===== src/rtl/io_bus_arbiter_pkg.sv =====
// Shared definitions for the I/O bus arbiter: default widths, FSM encoding and bus timing.
package io_bus_pkg;

   localparam int unsigned N_REQ_DEF      = 2;
   localparam int unsigned ADDR_W_DEF     = 8;
   localparam int unsigned DATA_W_DEF     = 8;
   localparam int unsigned BUS_RD_LATENCY = 1;

   typedef enum logic [1:0] {
      IDLE    = 2'd0,
      ISSUE   = 2'd1,
      CAPTURE = 2'd2,
      DONE    = 2'd3
   } state_t;

   // Index width that stays legal for a single requester.
   function automatic int unsigned id_width(input int unsigned n);
      return (n > 1) ? $clog2(n) : 1;
   endfunction

endpackage


===== src/rtl/io_bus_arbiter_if.sv =====
// Requester handshake plus peripheral bus; master = arbiter side, slave = requesters/peripheral.
interface io_bus_arbiter_if
   import io_bus_pkg::*;
#(
   parameter int unsigned N_REQ  = N_REQ_DEF,
   parameter int unsigned DATA_W = DATA_W_DEF,
   parameter int unsigned ADDR_W = ADDR_W_DEF
);
   localparam int unsigned ID_W = id_width(N_REQ);

   logic [N_REQ-1:0]        req;
   logic [N_REQ-1:0]        req_we;
   logic [N_REQ-1:0]        req_lock;
   logic [N_REQ*ADDR_W-1:0] req_addr;
   logic [N_REQ*DATA_W-1:0] req_wdata;
   logic [N_REQ-1:0]        req_ack;
   logic [DATA_W-1:0]       req_rdata;
   logic [ID_W-1:0]         grant_id;
   logic                    busy;
   logic [ADDR_W-1:0]       bus_address;
   logic [DATA_W-1:0]       bus_din;
   logic                    bus_w_en;
   logic                    bus_r_en;
   logic [DATA_W-1:0]       bus_dout;

   modport master (
      input  req, req_we, req_lock, req_addr, req_wdata, bus_dout,
      output req_ack, req_rdata, grant_id, busy, bus_address, bus_din, bus_w_en, bus_r_en
   );

   modport slave (
      output req, req_we, req_lock, req_addr, req_wdata, bus_dout,
      input  req_ack, req_rdata, grant_id, busy, bus_address, bus_din, bus_w_en, bus_r_en
   );

endinterface


===== src/rtl/io_bus_arbiter_rr_pick.sv =====
// Combinational round-robin selector: first set request searching upward from last+1, wrapping.
module rr_pick #(
   parameter int unsigned N  = 2,
   parameter int unsigned IW = 1
) (
   input  logic [N-1:0]  req,
   input  logic [IW-1:0] last,
   output logic          valid_c,
   output logic [IW-1:0] winner_c
);

   int unsigned idx;

   // Scan farthest-to-nearest so the nearest requester after last wins.
   always_comb begin
      valid_c  = 1'b0;
      winner_c = '0;
      idx      = 0;
      for (int unsigned k = N; k >= 1; k--) begin
         idx = (32'(last) + k) % N;
         if (req[idx]) begin
            valid_c  = 1'b1;
            winner_c = IW'(idx);
         end
      end
   end

endmodule


===== src/rtl/io_bus_arbiter.sv =====
// Round-robin arbiter sequencing requester transactions onto the shared I/O bus, with grant lock.
module io_bus_arbiter
   import io_bus_pkg::*;
#(
   parameter int unsigned N_REQ  = N_REQ_DEF,
   parameter int unsigned DATA_W = DATA_W_DEF,
   parameter int unsigned ADDR_W = ADDR_W_DEF
) (
   input logic              clk,
   input logic              rst,
   io_bus_arbiter_if.master bus
);

   localparam int unsigned     ID_W     = id_width(N_REQ);
   localparam logic [ID_W-1:0] LAST_RST = ID_W'(N_REQ - 1);

   state_t            state_q, state_d;
   logic [ID_W-1:0]   grant_q, grant_d, last_q, last_d;
   logic [ID_W-1:0]   pick_id_c, load_id;
   logic              pick_valid_c, load;
   logic              we_q, we_d, lock_q, lock_d;
   logic [ADDR_W-1:0] addr_q, addr_d;
   logic [DATA_W-1:0] din_q, din_d, rdata_q, rdata_d;
   logic              w_en_q, w_en_d, r_en_q, r_en_d, busy_q, busy_d;
   logic [N_REQ-1:0]  ack_q, ack_d;
   int unsigned       sel;

   rr_pick #(.N(N_REQ), .IW(ID_W)) u_pick (
      .req      (bus.req),
      .last     (last_q),
      .valid_c  (pick_valid_c),
      .winner_c (pick_id_c)
   );

   // Next state and next registered outputs; a load (arbitration or locked follow-on) enters ISSUE.
   always_comb begin
      state_d = state_q;
      grant_d = grant_q;
      last_d  = last_q;
      we_d    = we_q;
      lock_d  = lock_q;
      addr_d  = addr_q;
      din_d   = din_q;
      rdata_d = rdata_q;
      w_en_d  = 1'b0;
      r_en_d  = 1'b0;
      ack_d   = '0;
      load    = 1'b0;
      load_id = pick_id_c;
      sel     = 0;

      case (state_q)
         IDLE: load = pick_valid_c;
         ISSUE: begin
            state_d        = we_q ? DONE : CAPTURE;
            ack_d[grant_q] = we_q;
         end
         CAPTURE: begin
            state_d        = DONE;
            rdata_d        = bus.bus_dout;
            ack_d[grant_q] = 1'b1;
         end
         DONE: begin
            last_d  = grant_q;
            state_d = IDLE;
            if (lock_q && bus.req[grant_q]) begin
               load    = 1'b1;
               load_id = grant_q;
            end
         end
         default: state_d = IDLE;
      endcase

      if (load) begin
         sel     = 32'(load_id);
         state_d = ISSUE;
         grant_d = load_id;
         we_d    = bus.req_we[sel];
         lock_d  = bus.req_lock[sel];
         addr_d  = bus.req_addr[sel*ADDR_W +: ADDR_W];
         din_d   = bus.req_wdata[sel*DATA_W +: DATA_W];
         w_en_d  = bus.req_we[sel];
         r_en_d  = ~bus.req_we[sel];
      end

      busy_d = (state_d != IDLE);
   end

   always_ff @(posedge clk) begin
      if (rst) begin
         state_q <= IDLE;
         grant_q <= '0;
         last_q  <= LAST_RST;
         we_q    <= 1'b0;
         lock_q  <= 1'b0;
         addr_q  <= '0;
         din_q   <= '0;
         rdata_q <= '0;
         w_en_q  <= 1'b0;
         r_en_q  <= 1'b0;
         ack_q   <= '0;
         busy_q  <= 1'b0;
      end else begin
         state_q <= state_d;
         grant_q <= grant_d;
         last_q  <= last_d;
         we_q    <= we_d;
         lock_q  <= lock_d;
         addr_q  <= addr_d;
         din_q   <= din_d;
         rdata_q <= rdata_d;
         w_en_q  <= w_en_d;
         r_en_q  <= r_en_d;
         ack_q   <= ack_d;
         busy_q  <= busy_d;
      end
   end

   assign bus.req_ack     = ack_q;
   assign bus.req_rdata   = rdata_q;
   assign bus.grant_id    = grant_q;
   assign bus.busy        = busy_q;
   assign bus.bus_address = addr_q;
   assign bus.bus_din     = din_q;
   assign bus.bus_w_en    = w_en_q;
   assign bus.bus_r_en    = r_en_q;

endmodule


===== src/flat_wrapper.sv =====
// flat-port wrapper written by rule: the top's interface ports become plain ports
module io_bus_arbiter_flat import io_bus_pkg::*;
#(
   parameter int unsigned N_REQ  = N_REQ_DEF,
   parameter int unsigned DATA_W = DATA_W_DEF,
   parameter int unsigned ADDR_W = ADDR_W_DEF
)
  (clk, rst, bus_req, bus_req_we, bus_req_lock, bus_req_addr, bus_req_wdata, bus_bus_dout, bus_req_ack, bus_req_rdata, bus_grant_id, bus_busy, bus_bus_address, bus_bus_din, bus_bus_w_en, bus_bus_r_en);
  io_bus_arbiter_if #(.N_REQ(N_REQ), .DATA_W(DATA_W), .ADDR_W(ADDR_W)) bus_i ();
  input logic clk;
  input logic rst;
  input wire logic [$bits(bus_i.req)-1:0] bus_req;
  input wire logic [$bits(bus_i.req_we)-1:0] bus_req_we;
  input wire logic [$bits(bus_i.req_lock)-1:0] bus_req_lock;
  input wire logic [$bits(bus_i.req_addr)-1:0] bus_req_addr;
  input wire logic [$bits(bus_i.req_wdata)-1:0] bus_req_wdata;
  input wire logic [$bits(bus_i.bus_dout)-1:0] bus_bus_dout;
  output wire logic [$bits(bus_i.req_ack)-1:0] bus_req_ack;
  output wire logic [$bits(bus_i.req_rdata)-1:0] bus_req_rdata;
  output wire logic [$bits(bus_i.grant_id)-1:0] bus_grant_id;
  output wire logic [$bits(bus_i.busy)-1:0] bus_busy;
  output wire logic [$bits(bus_i.bus_address)-1:0] bus_bus_address;
  output wire logic [$bits(bus_i.bus_din)-1:0] bus_bus_din;
  output wire logic [$bits(bus_i.bus_w_en)-1:0] bus_bus_w_en;
  output wire logic [$bits(bus_i.bus_r_en)-1:0] bus_bus_r_en;
  assign bus_i.req = bus_req;
  assign bus_i.req_we = bus_req_we;
  assign bus_i.req_lock = bus_req_lock;
  assign bus_i.req_addr = bus_req_addr;
  assign bus_i.req_wdata = bus_req_wdata;
  assign bus_i.bus_dout = bus_bus_dout;
  assign bus_req_ack = bus_i.req_ack;
  assign bus_req_rdata = bus_i.req_rdata;
  assign bus_grant_id = bus_i.grant_id;
  assign bus_busy = bus_i.busy;
  assign bus_bus_address = bus_i.bus_address;
  assign bus_bus_din = bus_i.bus_din;
  assign bus_bus_w_en = bus_i.bus_w_en;
  assign bus_bus_r_en = bus_i.bus_r_en;
  io_bus_arbiter #(.N_REQ(N_REQ), .DATA_W(DATA_W), .ADDR_W(ADDR_W)) u_core (.clk(clk), .rst(rst), .bus(bus_i));
endmodule

===== config.mk =====
export PLATFORM = sky130hd
export DESIGN_NAME = io_bus_arbiter_flat
export DESIGN_NICKNAME = d
export VERILOG_FILES = /design/src/rtl/io_bus_arbiter_pkg.sv /design/src/rtl/io_bus_arbiter_if.sv /design/src/rtl/io_bus_arbiter_rr_pick.sv /design/src/rtl/io_bus_arbiter.sv /design/src/flat_wrapper.sv
export SDC_FILE = /design/constraint.sdc
export NUM_CORES = 1
export LEC_CHECK = 0
export ABC_AREA = 0
export CORE_MARGIN = 10
export CORE_UTILIZATION = 41
export CTS_BUF_LIST = sky130_fd_sc_hd__clkbuf_16
export DETAILED_ROUTE_END_ITERATION = 7
export PLACE_DENSITY = 0.83
export SLEW_MARGIN = 0
export SYNTH_ARGS = -nofsm -noshare
export SYNTH_HDL_FRONTEND = slang
export SYNTH_HIERARCHICAL = 1
export SYNTH_SLANG_ARGS = --single-unit

===== constraint.sdc =====
create_clock -name clk -period 2.3 [get_ports clk]
set_clock_uncertainty 0.15 [all_clocks]
set_input_delay 0.46 -clock clk [delete_from_list [all_inputs] [get_ports clk]]
set_output_delay 0.46 -clock clk [all_outputs]
set_load 0.01 [all_outputs]

==> run summary, run 1 <==
========================================================================================
Drt drc                                                                                0
Ys Warns                                                                               6
Floorplan die height                                                            83.85 um
Number of nets in the finished design                                                301
Cell chosen for the clock root                                              sky130_fd_sc_hd__clkbuf_16
Total number of placement rows                                                        23
Crit path time final                                                             2113 ps
Flip-flop cell with the highest count after synthesis                       sky130_fd_sc_hd__dfxtp_1
Share of the synthesized area in the top cell type                                41.92%
Post-Syn Area                                                               0.001672 mm2
Fraction of final layout cells with drive strength greater than 1                 18.95%
Synthesized area divided by synthesized cell count                             10.19 um2
H-tree depth                                                                           2
Synthesized net count                                                                216
Gates resized, CTS repair                                                              0
Number of search-and-repair iterations in the first detailed-routing pass              4
Clock tree from TritonCTS                                                            yes
Post-synthesis mux area share                                                     7.934%
Relative max-transition margin                                                    65.94%
Overall via count from detail_route                                                 1472
Worst vdd ir                                                                    580.9 uV
Wire length of the first global-routing pass                                    7.762 mm
Number of input and output port buffers inserted                                      77
Parity-gate share of the synthesized area counting xor and xnor cells                 0%
Number of instances in the synthesized netlist                                       164
Biggest area contributors in the synthesized netlist                        sky130_fd_sc_hd__dfxtp_1, sky130_fd_sc_hd__a311oi_2, sky130_fd_sc_hd__nand2_1
Aggregate global-route resource usage                                             13.32%
Final core utilization                                                            66.79%
Filler instances                                                                     344
Number of antenna-violating nets in the routed design                                  0
Area share of fa/ha/maj cells after synthesis                                     2.994%
Setup crit start kind                                                         input port
Kind of capture point of the worst setup path                                       flop
Seq cells post-synth                                                                  35
Final-report setup violation count                                                     0
IO Pins                                                                               78
Post-cts hold buffer count                                                             0
Number of clock buffers inserted by TritonCTS                                          5
Vias per inst                                                                      4.940
Number of DRC markers in iteration 0                                                  48
Share of async-settable or async-resettable flops after synthesis                     0%
Worst Setup Path Type                                                       input port to flop
Number of antenna violations at the first check in global routing                      0
Combinational family with the most area after synthesis                     compound AO/OA/AOI/OAI gates
GR Overflow Total                                                                      0
Die Footprint                                                               0.007031 mm2
Source of the worst register-to-register timing path                        u_core/state_q[0]
Antenna diode instance count                                                           0
Cell type with the highest aggregate area in the netlist                    sky130_fd_sc_hd__dfxtp_1
Post-Route Setup TNS                                                                0 ps
Max cap viols                                                                          0
Maximum number of pins on one net before global-route repair                          20
Number of sinks driven by the clock tree                                              35
Post-synth EDFFs                                                                       0
Pwr per Cell Area                                                            1139 mW/mm2
Placeable core region                                                       0.003971 mm2
Achievable clock frequency                                                    0.4732 GHz
Count of final max-slew check failures                                                 0
Number of buffers on the longest clock path                                            2
Compound-cell area share of the yosys netlist                                     21.11%
Area used by multi-input combinational logic                                   855.8 um2
Portion of the post-synthesis area used by sequential elements                    41.92%
Worst EP required                                                                2370 ps
Simple-gate share of the synthesized area                                         18.64%
Arrival time of the worst setup path                                             2180 ps
Count of cell types in the netlist                                                    36
Number of non-filler instances in the completed layout                               298
Setup crit start                                                              bus_req[1]
Final count of hold timing violations                                                  0
Outcome                                                                     finished clean
Static leakage power                                                            1.033 nW
RePlAce Congestion                                                                0.7048
Final HPWL from detailed placement                                              3.648 mm
Die width                                                                       83.85 um
Synthesis-to-layout area growth                                                   58.68%
Starting utilization of the core area                                             42.09%
Combined flip-flop and latch cell area                                         700.7 um2
Wire length reported by the detailed router                                     4.747 mm
Commonest non-fill, non-tap cell in the layout                              sky130_fd_sc_hd__clkdlybuf4s50_1
Setup repair after global routing missed its margin                                false
Maximum net fanout on the critical path                                               19
Final cycle utilization of the critical path                                      91.89%
Class of the tightest hold or removal check                                 flop to flop
Source-to-sink clock delay at the later pin of the worst-skew pair                270 ps
Post-CTS setup buffer count                                                            0
Min-delay src                                                               u_core/bus.req_rdata[0]
Final routed wire length divided by cell count                                  15.93 um
Via count of the first global-routing pass                                          1584
Commonest non-fill, non-tap cells in the layout                             sky130_fd_sc_hd__clkdlybuf4s50_1, sky130_fd_sc_hd__dfxtp_1, sky130_fd_sc_hd__nand2_1, sky130_fd_sc_hd__nor2_1, sky130_fd_sc_hd__a311oi_2
Instance count after placement with tap cells included                               292
Clock-pin slew on the worst setup and hold paths                                   50 ps
Tightest Pin Transition                                                         510.9 ps
========================================================================================
[final cells by class]
type	instances	area share [%]
timing repair buffer	90	33.68
multi-input combinational	114	32.26
sequential	35	26.42
clock buffer	5	4.717
tap	50	2.358
inverter	3	0.4245
clock inverter	1	0.1415
[registers in the layout, summed over array words and instances, names as in the netlist]
| signal | cells |
|---|---|
| u_core/bus.req_ack | 2 |
| u_core/bus.grant_id | 1 |
| u_core/bus.bus_din | 8 |
| u_core/bus.bus_address | 8 |
| u_core/lock_q | 1 |
| u_core/we_q | 1 |
| u_core/bus.req_rdata | 8 |
| u_core/state_q | 2 |
| u_core/bus.bus_r_en | 1 |
| u_core/bus.bus_w_en | 1 |
| u_core/bus.busy | 1 |
| u_core/last_q | 1 |
[critical path: stages]
cell,delay [ps]
sky130_fd_sc_hd__clkdlybuf4s50_1,510
sky130_fd_sc_hd__a21boi_1,230
sky130_fd_sc_hd__buf_4,160
sky130_fd_sc_hd__a22o_1,180
sky130_fd_sc_hd__buf_12,170
sky130_fd_sc_hd__mux2i_4,280
sky130_fd_sc_hd__and3b_1,190
[cells in the mapped netlist, types with 2 or more instances]
cell,instances
sky130_fd_sc_hd__dfxtp_1,35
sky130_fd_sc_hd__inv_1,3
sky130_fd_sc_hd__ha_1,4
sky130_fd_sc_hd__nor2_1,25
sky130_fd_sc_hd__nor2_2,2
sky130_fd_sc_hd__mux2i_1,11
sky130_fd_sc_hd__buf_6,5
sky130_fd_sc_hd__clkbuf_1,2
sky130_fd_sc_hd__buf_1,2
sky130_fd_sc_hd__a311oi_2,16
sky130_fd_sc_hd__nand2_1,34
[kinds of logic (layout without fill, tap and decap cells)]
kind of cell | Yosys count | count (layout)
AOI/OAI and AO/OA | 27 | 27
adders and majority gates | 4 | 4
buffers and inverters | 15 | 99
DFF | 35 | 35
muxes | 12 | 12
and+or+nand+nor | 71 | 71
[worst paths after layout]
| check | slack, ps | endpoint | cells after the start |
|---|---|---|---|
| setup reg to reg | 260 | u_core/bus.bus_address[7] | 7 |
| hold / removal | 340 | u_core/bus.req_rdata[0] | 2 |
| hold reg to reg | 340 | u_core/bus.req_rdata[0] | 2 |
| setup / recovery | 190 | u_core/bus.bus_r_en | 7 |
[power by group]
part,internal [mW],switching (mW)
Combinational,0.777,0.740
Sequential,0.794,0.107
Clock,0.384,0.219
[layer usage]
metal	vias up	part of all wire (%)	global-route usage, %
met3	3	7.2	5.859
li1	735	-	-
met4	0	0.57	3.653
met1	683	41	14.30
met5	-	0	0
met2	51	51	23.07
[per-stage QoR]
| stage | setup slack (ps) | power, mW | instance area, um2 | hold slack, ps |
|---|---|---|---|---|
| after detailed placement | -65.06 | 2.422 | 2524 | 339.8 |
| after floorplan | 458.1 | 1.931 | 1672 | 333.7 |
| after CTS | 193.1 | 3.048 | 2653 | 351.7 |
| final | 186.6 | 3.022 | 2653 | 340.5 |
| after global placement | -4.505 | 2.378 | 2524 | 322.8 |
| after global routing | 98.50 | 3.224 | 2653 | 376.1 |
No activity file was read; power rests on OpenSTA's default activity.
==> inputs of run 2 (changes only) <==
--- a/config.mk
+++ b/config.mk
@@ -7,10 +7,10 @@
 export LEC_CHECK = 0
 export ABC_AREA = 0
 export CORE_MARGIN = 10
-export CORE_UTILIZATION = 41
+export CORE_UTILIZATION = 37
 export CTS_BUF_LIST = sky130_fd_sc_hd__clkbuf_16
 export DETAILED_ROUTE_END_ITERATION = 7
-export PLACE_DENSITY = 0.83
+export PLACE_DENSITY = 0.79
 export SLEW_MARGIN = 0
 export SYNTH_ARGS = -nofsm -noshare
 export SYNTH_HDL_FRONTEND = slang
==> constraint.sdc (replaced) <==
create_clock -name clk -period 1.78 [get_ports clk]
set_clock_uncertainty 0.15 [all_clocks]
set_input_delay 0.356 -clock clk [delete_from_list [all_inputs] [get_ports clk]]
set_output_delay 0.356 -clock clk [all_outputs]
set_load 0.01 [all_outputs]
==> run 2 against run 1 <==
Net effect: the flow now finishes with violations (negative setup slack); cell count is 5.4% higher; flip-flop and latch count unchanged; count of clock-buffer cells in the layout is the same; via count rose by 4.7%; first-iteration DRC count increased by 81%; critical path type is now flop to flop; global-route usage shrank 0.46 points; critical endpoint is now u_core/bus.bus_address[3].
==> run summary, run 2 (synthesis gave the netlist of run 1 again) <==
========================================================================================
Outcome                                                                     finished, violations left
Violated checks                                                             negative setup slack
Source-to-sink clock delay at the later pin of the worst-skew pair                270 ps   about the same
H-tree depth                                                                           2   unchanged
Setup slack after layout                                                       -55.59 ps   -242.2 ps
Kind of capture point of the worst setup path                                       flop
Setup crit start kind                                                               flop
Die width                                                                       87.22 um   +4.0%
Wire length reported by the detailed router                                     5.234 mm   +10%
Wire length of the first global-routing pass                                    7.831 mm   +0.89%
Pwr per Cell Area                                                            1578 mW/mm2   +39%
Count of final max-slew check failures                                                 0   unchanged
Final HPWL from detailed placement                                              3.399 mm   -6.8%
Fraction of final layout cells with drive strength greater than 1                 32.44%   +13 points
Relative max-transition margin                                                    65.39%   -0.55 points
Arrival time of the worst setup path                                             1880 ps   -300 ps
Worst hold slack                                                                340.5 ps   -0.03100 ps
Final routed wire length divided by cell count                                  16.67 um   +4.6%
Synthesis-to-layout area growth                                                   80.61%
Max cap viols                                                                          0   unchanged
Final cycle utilization of the critical path                                      103.1%
FF-to-FF setup slack                                                              -60 ps   -320 ps
Final count of hold timing violations                                                  0   unchanged
Filler instances                                                                     310   -9.9%
Achievable clock frequency                                                    0.5448 GHz
Worst EP required                                                                1820 ps   -550 ps
Commonest non-fill, non-tap cell in the layout                              sky130_fd_sc_hd__clkdlybuf4s50_1
Post-cts hold buffer count                                                             0   unchanged
Vias per inst                                                                      4.908   -0.65%
Maximum number of pins on one net before global-route repair                          23   +15%
Number of buffers and inverters on the critical path                                   2   -1
RePlAce Congestion                                                                0.7374   +4.6%
Number of clock buffers inserted by TritonCTS                                          5   unchanged
Clock-pin slew on the worst setup and hold paths                                   60 ps   about the same
Aggregate global-route resource usage                                             12.86%   -0.46 points
Number of antenna-violating nets in the routed design                                  0   unchanged
Maximum net fanout on the critical path                                                8   -11
Combined flip-flop and latch cell area                                         709.4 um2   +1.2%
Crit path time final                                                             1836 ps
Commonest non-fill, non-tap cells in the layout                             sky130_fd_sc_hd__clkdlybuf4s50_1, sky130_fd_sc_hd__dfxtp_1, sky130_fd_sc_hd__nor2_1, sky130_fd_sc_hd__nand2_1, sky130_fd_sc_hd__a311oi_2
Via count of the first global-routing pass                                          1646   +3.9%
Total number of placement rows                                                        24   +4.3%
Number of cell instances on the worst register-to-register path                        7   unchanged
Class of the tightest hold or removal check                                 flop to flop
Number of antenna violations at the first check in global routing                      0   unchanged
Number of sinks driven by the clock tree                                              35   unchanged
Cell family contributing the most delay on the critical path                compound AO/OA/AOI/OAI gates
Timing endpoint of the critical path                                        u_core/bus.bus_address[3]
Chain of cells forming the critical path                                    ha_4, a31o_4, buf_6, a22oi_4, clkbuf_16, nand2_4, a311oi_2
IO Pins                                                                               78   unchanged
Die Footprint                                                               0.007606 mm2   +8.2%
Area used by multi-input combinational logic                                   975.9 um2   +14%
Worst path max stage delay                                                        360 ps   -150 ps
Setup crit start                                                            u_core/state_q[1]
Drt drc                                                                                0   unchanged
Final design area excluding fillers                                         0.003019 mm2   +14%
Number of DRC markers in iteration 0                                                  87   +81%
GR Overflow Total                                                                      0   unchanged
Static leakage power                                                            1.198 nW   +16%
Number of input and output port buffers inserted                                      77   unchanged
Floorplan die height                                                            87.22 um   +4.0%
Post-detailed-placement cell area                                           0.002586 mm2   +2.5%
Tightest Pin Transition                                                         519.1 ps   +8.188 ps
Capture instance of the worst register-to-register path                     u_core/bus.bus_address[3]
Source of the worst register-to-register timing path                        u_core/state_q[1]
Cell chosen for the clock root                                              sky130_fd_sc_hd__clkbuf_16
Worst Setup Path Type                                                       flop to flop
Clock tree from TritonCTS                                                            yes
Starting utilization of the core area                                             38.39%   -3.7 points
Final-report setup violation count                                                    10   +10
Number of nets in the finished design                                                313   +4.0%
Number of non-filler instances in the completed layout                               314   +5.4%
Antenna diode instance count                                                           0   unchanged
Slowest cell on the critical path                                           sky130_fd_sc_hd__dfxtp_4
Setup repair after global routing missed its margin                                 true
Worst vdd ir                                                                    725.6 uV   +25%
Number of search-and-repair iterations in the first detailed-routing pass              4   unchanged
Placeable core region                                                       0.004354 mm2   +9.6%
Number of buffers on the longest clock path                                            2   unchanged
Critical path depth                                                                    7   unchanged
Instance count after placement with tap cells included                               297   +1.7%
Overall via count from detail_route                                                 1541   +4.7%
Final core utilization                                                            69.34%   +2.5 points
========================================================================================
-- run 2: layer usage --
layer / GRT usage (%) / up-vias / share of wire (%)
met5: 0 / - / 0
met1: 14.47 / 719 / 41
met3: 5.712 / 2 / 8.2
met2: 20.92 / 54 / 50
met4: 4.783 / 0 / 0.69
li1: - / 766 / -
-- run 2: per-stage QoR --
stage               setup WS (ps)  power (mW)  TNS, ps
finish                     -55.59       4.765   -252.1
global route               -107.3       5.051    -1240
CTS                        -33.92       4.511   -252.4
detailed placement         -481.7       3.210    -9406
global placement           -444.0       3.172    -8642
floorplan                   5.694       2.547        0
-- run 2: where the power goes --
| group | internal, mW | switching (mW) |
|---|---|---|
| sequential | 1.04 | 0.151 |
| clock | 0.652 | 0.306 |
| combinational | 1.48 | 1.14 |
| total | 3.17 | 1.59 |
-- run 2: repair_timing --
action,CTS,global route
endpoints found under the setup margin,23,23
endpoints found under the hold margin,0,0
pin swaps,20,13
buffers inserted,4,0
gates resized for setup,28,14
cloned,2,3
-- run 2: area by class of cell --
class                   instances  area share [%]
repair buffers                102           36.22
multi-input cells             114           32.32
flip-flops and latches         35           23.50
clock buffers                   5           4.144
well taps                      52           2.155
clock inverters                 3           1.285
inverters                       3          0.3730
-- run 2: worst min-delay path by stage --
stage	startpoint	to	slack, ps	cells after the start
after detailed placement	u_core/bus.req_rdata[4]	u_core/bus.req_rdata[4]	330	2
after global routing	u_core/bus.grant_id	u_core/bus.req_ack[0]	370	1
after floorplan	rst	u_core/state_q[1]	300	1
after CTS	u_core/bus.req_rdata[4]	u_core/bus.req_rdata[4]	340	2
final	u_core/bus.req_rdata[4]	u_core/bus.req_rdata[4]	340	2
after global placement	u_core/bus.req_rdata[2]	u_core/bus.req_rdata[2]	320	2
-- run 2: worst min-delay path: stages (launching register included) --
cell	delay [ps]
sky130_fd_sc_hd__dfxtp_1	320
sky130_fd_sc_hd__mux2i_1	60
sky130_fd_sc_hd__nor2_1	70
